### src/rtl/decoder_pkg.sv
// Shared sizing for the 8-line event encoder: line count, code width, pointer reset.
// Pure constants and types; no state, no latency, no flow control.
// Imported by event_encoder_8_3 and prio_sel_8.
package decoder_pkg;

  localparam int N_LINES = 8;
  localparam int IDX_W   = 3;

  localparam logic [IDX_W-1:0] PTR_RST = 3'd7;

  typedef logic [N_LINES-1:0] lines_t;
  typedef logic [IDX_W-1:0]   idx_t;

  function automatic lines_t onehot(input idx_t idx);
    return lines_t'(1) << idx;
  endfunction

endpackage

### src/rtl/prio_sel_8.sv
// Picks one pending line: highest index, or rotating from pointer+1 with EVENT_ENCODER_ROUND_ROBIN_EN.
// Purely combinational, zero latency.
// No flow control; the caller decides when the result is consumed.
module prio_sel_8
  import decoder_pkg::*;
(
  input  logic [N_LINES-1:0] pending,
  input  logic [IDX_W-1:0]   pointer,
  output logic [IDX_W-1:0]   idx,
  output logic               found
);

`ifdef EVENT_ENCODER_ROUND_ROBIN_EN
  // Walk offsets 8 down to 1 so the smallest offset after the pointer wins.
  always_comb begin
    idx   = '0;
    found = 1'b0;
    for (int i = N_LINES; i >= 1; i--) begin
      if (pending[pointer + IDX_W'(i)]) begin
        idx   = pointer + IDX_W'(i);
        found = 1'b1;
      end
    end
  end
`else
  logic unused_ptr;
  assign unused_ptr = ^pointer;

  always_comb begin
    idx   = '0;
    found = 1'b0;
    for (int i = 0; i < N_LINES; i++) begin
      if (pending[i]) begin
        idx   = IDX_W'(i);
        found = 1'b1;
      end
    end
  end
`endif

endmodule

### src/rtl/event_encoder_8_3.sv
// Latches 8 event lines into a pending vector and presents one code at a time (EVENT_ENCODER_ROUND_ROBIN_EN selects rotation).
// Latency: event -> Pend one edge, Pend -> Out/V one further edge.
// Backpressure: Out/V hold while V=1 and Rdy=0; events keep accumulating, repeats set sticky Ovf.
module event_encoder_8_3
  import decoder_pkg::*;
(
  input  logic                Clk,
  input  logic                Rst,
  input  logic                E,
  input  logic [N_LINES-1:0]  In,
  output logic [IDX_W-1:0]    Out,
  output logic                V,
  input  logic                Rdy,
  output logic [N_LINES-1:0]  Pend,
  output logic                Ovf
);

  lines_t p;
  lines_t cap;
  lines_t clr;
  idx_t   sel_idx;
  idx_t   sel_ptr;
  logic   found;
  logic   free;
  logic   load;

  assign free = !V || Rdy;
  assign load = free && found;
  assign cap  = E ? In : '0;
  assign clr  = load ? onehot(sel_idx) : '0;
  assign Pend = p;

  prio_sel_8 u_sel (
    .pending (p),
    .pointer (sel_ptr),
    .idx     (sel_idx),
    .found   (found)
  );

`ifdef EVENT_ENCODER_ROUND_ROBIN_EN
  idx_t ptr;

  always_ff @(posedge Clk or posedge Rst) begin
    if (Rst) begin
      ptr <= PTR_RST;
    end else if (load) begin
      ptr <= sel_idx;
    end
  end

  assign sel_ptr = ptr;
`else
  assign sel_ptr = PTR_RST;
`endif

  // A new event on the line being cleared this edge survives (set wins).
  always_ff @(posedge Clk or posedge Rst) begin
    if (Rst) begin
      p   <= '0;
      Out <= '0;
      V   <= 1'b0;
      Ovf <= 1'b0;
    end else begin
      p <= (p & ~clr) | cap;
      if (free) begin
        V <= found;
        if (found) begin
          Out <= sel_idx;
        end
      end
      if (|(cap & p & ~clr)) begin
        Ovf <= 1'b1;
      end
    end
  end

endmodule

### config.mk
export PLATFORM = sky130hd
export DESIGN_NAME = event_encoder_8_3
export DESIGN_NICKNAME = d
export VERILOG_FILES = /design/src/rtl/decoder_pkg.sv /design/src/rtl/prio_sel_8.sv /design/src/rtl/event_encoder_8_3.sv
export SDC_FILE = /design/constraint.sdc
export NUM_CORES = 1
export LEC_CHECK = 0
export CAP_MARGIN = 20
export CORE_ASPECT_RATIO = 1.2
export CORE_MARGIN = 2
export CORE_UTILIZATION = 43
export DETAILED_ROUTE_END_ITERATION = 6
export PLACE_DENSITY_LB_ADDON = 0.2
export SLEW_MARGIN = 20
export SYNTH_ARGS = -nofsm -noshare
export SYNTH_HDL_FRONTEND = slang
export SYNTH_HIERARCHICAL = 1
export SYNTH_SLANG_ARGS = --single-unit
### constraint.sdc
create_clock -name Clk -period 2.2 [get_ports Clk]
set_input_delay 0.22 -clock Clk [delete_from_list [all_inputs] [get_ports Clk]]
set_output_delay 0.22 -clock Clk [all_outputs]
set_load 0.005 [all_outputs]
==> results.yml, run 1 <==
outcome:
  outcome: "completed"
drt:
  vias_per_cell: 5.897
  wl_microns: 1734
  wl_per_cell_microns: 14.82
  antenna_left: 0
  dr.pass1.iters: 4
  drt-initial-drc-count: 17
  vias: 690
  drc: 0
setup_path:
  crit_type: "flop to flop"
  start_kind: "flop"
  worst_ep_required_time_ns: 2.37
  critPathCaptureType: "flop"
  cp.arrival_ns: 2.07
  r2r_slack_ns: 0.30
  path_max_fanout: 9
final_layout:
  fill_cells: 139
  area_growth_pct: 40.93
  drive_gt1_frac: 0.1010
  utilization: 0.6266
  fin_nets: 112
  antennaDiodeCount: 0
sta:
  relSlewSlack: 0.6141
  slew_violations: 0
  max_freq_mhz: 526.0
  clock_skew_ns: 0.0007030
  layout_min_cycle_time_ns: 1.901
  fin_ws_ns: 0.2987
  rsz0062_at_grt: "no"
  finalCritPeriodShare: 0.8642
  setup_tns_ns: 0
  tightest_slew_ns: 0.5754
  finalSetupViolCount: 0
  final_hold_viol_count: 0
placement:
  dpl.hpwl_microns: 1279
  place_congestion: 0.8496
  io_buffers: 24
  place_ws_ns: 0.1164
clocking:
  root_buffer: "clkbuf_4"
  cts_tree: "done"
  cts_hold_buf: 0
  cts.sink_count: 13
  cts-buffers-inserted: 3
  clkLatencyLatePin_ns: 0.29
  cts_buffer_depth: 2
  cts.clk_slew.worst_paths_ns: 0.08
  cts-htree-levels: 1
  postCtsSetupBuffers: 0
global_route:
  antenna_found_initial: 0
  grt_pass1_vias: 629
  grt_max_degree: 14
  grt_pass1_wl_microns: 2891
  grt_usage: 0.2100
  grt_overflow: 0
floorplanning:
  initial_core_util: 0.4446
  die_h_microns: 48.30
  die_area_sq_mm: 0.001976
  die_x_microns: 40.92
  placementRows: 16
  core-area_sq_mm: 0.001582
  io_pins: 25
pwr:
  ir_drop_uv: 594.0
  power_leakage_nw: 0.3886
  p_per_area_mw_per_mm2: 815.0
logic_synthesis:
  synth_nets: 85
  netlist_instances: 73
  yosysWarnings: 6
  syn_area_per_cell_sq_um: 9.633
  syn_area_sq_um: 703.2
flow_run:
  max_cap_viol_count: 0
hold_path:
  hp-class: "input port to asynchronous set/reset pin"
## where the power goes
part,internal [mW],switching (mW)
Combinational,0.183,0.139
Sequential,0.283,0.0463
Clock,0.0706,0.0859
Total,0.536,0.271
## final timing paths
kind | to | startpoint | cells after the start
setup / recovery | Ovf$_DFFE_PP0P_ | Pend[5]$_DFF_PP0_ | 5
hold / removal | Out[0]$_DFFE_PP0N_ | Rst | 2
setup reg to reg | Ovf$_DFFE_PP0P_ | Pend[5]$_DFF_PP0_ | 5
hold reg to reg | Out[0]$_DFFE_PP0N_ | Out[0]$_DFFE_PP0N_ | 1
max in group asynchronous | Pend[7]$_DFF_PP0_ | Rst | 2
min in group Clk | Pend[0]$_DFF_PP0_ | In[0] | 3
## layer usage
layer  track usage  wire [microns]
met1        0.3003             751
met5             0               0
met4        0.1056              40
met3       0.04128             119
met2        0.2917             824
## state kept, by name, indices dropped and copies added, names as in the netlist
register,cells
Ovf,1
V,1
Pend,8
Out,3
## through the flow
stage	cells	instance area (sq um)	total power, mW	hold WS, ns
2_1_floorplan	73	703.2	0.4977	0.09696
3_3_place_gp	113	959.7	0.6452	0.4913
3_5_place_dp	113	959.7	0.6523	0.4989
4_1_cts	117	985.9	0.8054	0.2801
5_1_grt	117	991.0	0.8647	0.3124
6_report	117	991.0	0.8077	0.2497
## repair_timing
item / CTS / global route
gates resized for setup: 0 / 1
setup endpoints to repair: 0 / 1
hold endpoints to repair: 0 / 0
## layout by cell type (no fill, tap or decap), types with 3 or more instances in the layout
master and n:
nand2b_1 3, nand4_1 3, nand3_1 3, and3_1 3, nor2_1 4, dfrtp_1 13
o31ai_1 3, clkbuf_4 3, nand2_1 11, mux2_2 3, a22o_1 4, clkdlybuf4s50_1 24
## worst max-delay path: stages, from the launching register on
cell and delay (ns):
dfrtp_1 0.43, o31ai_2 0.56, nand3b_1 0.18, o31ai_1 0.32, o22a_1 0.19, nand4_1 0.10
## final cells by class
| class | count | area (sq um) | area share |
|---|---|---|---|
| timing repair buffer | 25 | 247.7 | 0.2500 |
| clock buffer | 4 | 26.28 | 0.02652 |
| tap | 18 | 22.52 | 0.02273 |
| sequential | 13 | 325.3 | 0.3283 |
| inverter | 3 | 11.26 | 0.01136 |
| multi-input combinational | 54 | 357.8 | 0.3611 |
(Power assumes the default switching activity.)
==> run 2: changes to the inputs <==
- SKIP_LAST_GASP: default -> 1
==> results of run 2 <==
No change in the layout: final DEF, timing and power equal those of run 1.
==> run 3: changes to the inputs <==
- CORE_AREA: default -> 2 2 39 41
- CORE_ASPECT_RATIO: 1.2 -> default
- CORE_MARGIN: 2 -> default
- CORE_UTILIZATION: 43 -> default
- DIE_AREA: default -> 0 0 41 43
- DONT_BUFFER_PORTS: default -> 1
==> run 3 against run 2 <==
Worst setup slack better by 0.047 ns. Clock skew rose by 0.0091 ns. Final area shrank 23%. Total power down 13%. Critical path depth is 1 higher. Sequential share of layout area is 9.9 points higher. Global-route usage is 1.9 points higher. Cell count is 21% lower. Hold slack got worse by 0.19 ns. Sequential power grew 4%. Count of clock-buffer cells in the layout stayed put. Core utilization fell by 7.7 points. Highest routed layer unchanged.
==> results.yml, run 3 (same netlist as run 1, synthesis figures left out) <==
floorplanning:
  initial_core_util: 0.5081
  io_pins: 25
  core-area_sq_mm: 0.001384
  placementRows: 14
  die_h_microns: 43
  die_area_sq_mm: 0.001763
  die_x_microns: 41
final_layout:
  fin_nets: 90
  seq_area_sq_um: 325.3
  fill_cells: 125
  largest_reg_flops: 8
  most-common-layout-cells: "dfrtp_1 (13), nand2_1 (11), o31ai_1 (4), a22o_1 (4), nor2_1 (4)"
  multi_input_area_sq_um: 352.8
  antennaDiodeCount: 0
  area_growth_pct: 8.185
  drive_gt1_frac: 0.1299
  mostFrequentLayoutCell: "dfrtp_1"
sta:
  fin_ws_ns: 0.3453
  tightest_slew_ns: 0.5086
  slew_violations: 0
  setup_tns_ns: 0
  finalSetupViolCount: 0
  finalCritPeriodShare: 0.8431
  max_freq_mhz: 539.2
  layout_min_cycle_time_ns: 1.855
  rsz0062_at_grt: "no"
  relSlewSlack: 0.6580
  final_hold_viol_count: 0
  clock_skew_ns: 0.009819
setup_path:
  worst_ep_required_time_ns: 2.37
  path_delay_family: "compound AO/OA/AOI/OAI gates"
  cp.arrival_ns: 2.03
  cp_common_cell: "o31ai_1"
  cpMaxStageDelayCell: "o31ai_1"
  start_kind: "flop"
  reg2reg_from: "Pend[3]$_DFF_PP0_"
  crit_path_max_incr_delay_ns: 0.44
  crit_type: "flop to flop"
  crit_chain: "nor2_1, o31ai_1, nand3b_1, o31ai_1, o22a_1, nand4_1"
  crit_path_start: "Pend[3]$_DFF_PP0_"
  path_max_fanout: 5
  critPathCaptureType: "flop"
  critPathBufInv: 0
pwr:
  p_per_area_mw_per_mm2: 927.5
  ir_drop_uv: 471.0
  power_leakage_nw: 0.2973
clocking:
  clkLatencyLatePin_ns: 0.29
  cts_tree: "done"
  cts_buffer_depth: 2
  root_buffer: "clkbuf_4"
  cts.clk_slew.worst_paths_ns: 0.08
  cts-buffers-inserted: 3
  cts.sink_count: 13
  postCtsSetupBuffers: 0
  cts-htree-levels: 1
global_route:
  met3_usage: 0.06283
  grt_pass1_vias: 574
  grt_overflow: 0
  grt_use_met2: 0.3281
  antenna_found_initial: 0
  grt_pass1_wl_microns: 2649
  globalRoute.busiestLayer: "met2"
  use_met1: 0.3041
  grt_usage: 0.2294
  grt_max_degree: 14
drt:
  vias: 576
  antenna_left: 0
  drt-initial-drc-count: 16
  vias_per_cell: 6.194
  drc: 0
  wl_per_cell_microns: 17.04
  dr.pass1.iters: 4
  wl_microns: 1585
hold_path:
  hold_start: "E"
  hp-class: "input port to flop"
placement:
  io_buffers: 0
  place_congestion: 0.7521
  place_ws_ns: 0.3737
  dpl.hpwl_microns: 1170
outcome:
  outcome: "completed"
flow_run:
  max_cap_viol_count: 0
run 3: changes by cell type in the layout (fill, tap and decap cells not counted), sizes merged:
cell,previous run,this run
dlygate4sd3,0,1
clkdlybuf4s50,24,0
buf,1,2
run 3: path summary, 6_finish.rpt:
check | to | slack [ns] | cells past startpoint
worst max-delay path | Ovf$_DFFE_PP0P_ | 0.35 | 6
max in group asynchronous | Pend[4]$_DFF_PP0_ | 1.48 | 2
worst min-delay path | Pend[0]$_DFF_PP0_ | 0.06 | 2
worst min register to register | Out[0]$_DFFE_PP0N_ | 0.54 | 1
min in group asynchronous | Pend[0]$_DFF_PP0_ | 0.38 | 2
worst max register to register | Ovf$_DFFE_PP0P_ | 0.35 | 6
run 3: layout make-up:
cell class              count  area share
clock buffers               4     0.03454
multi-input cells          54      0.4638
well taps                  16     0.02632
inverters                   3     0.01480
repair buffers              3     0.03289
flip-flops and latches     13      0.4276
run 3: power by group:
| group | total, mW | leakage [nW] | internal, mW | switching, mW |
|---|---|---|---|---|
| clock | 0.154 | 0.0150 | 0.0706 | 0.0831 |
| combinational | 0.211 | 0.160 | 0.102 | 0.109 |
| sequential | 0.341 | 0.122 | 0.283 | 0.0577 |
run 3: what timing repair did:
item | CTS | global route
hold buffers | 1 | 0
hold endpoints to repair | 13 | 0
gates resized for setup | 0 | 0
run 3: per-layer routing:
layer  vias up  share of wire
li1        279              -
met5         -              0
met2        24           0.46
met3         5          0.079
met1       268           0.43
met4         0          0.024
run 3: through the flow:
stage	power [mW]	instance area [sq um]	utilization	std cells	hold WS, ns
2_1_floorplan	0.4977	703.2	-	73	0.09696
3_3_place_gp	0.5485	724.4	0.5235	88	0.1635
3_5_place_dp	0.5499	724.4	0.5235	88	0.1654
4_1_cts	0.7072	760.7	0.5497	93	0.05761
5_1_grt	0.7523	760.7	0.5497	93	0.06017
6_report	0.7055	760.7	0.5497	93	0.05719
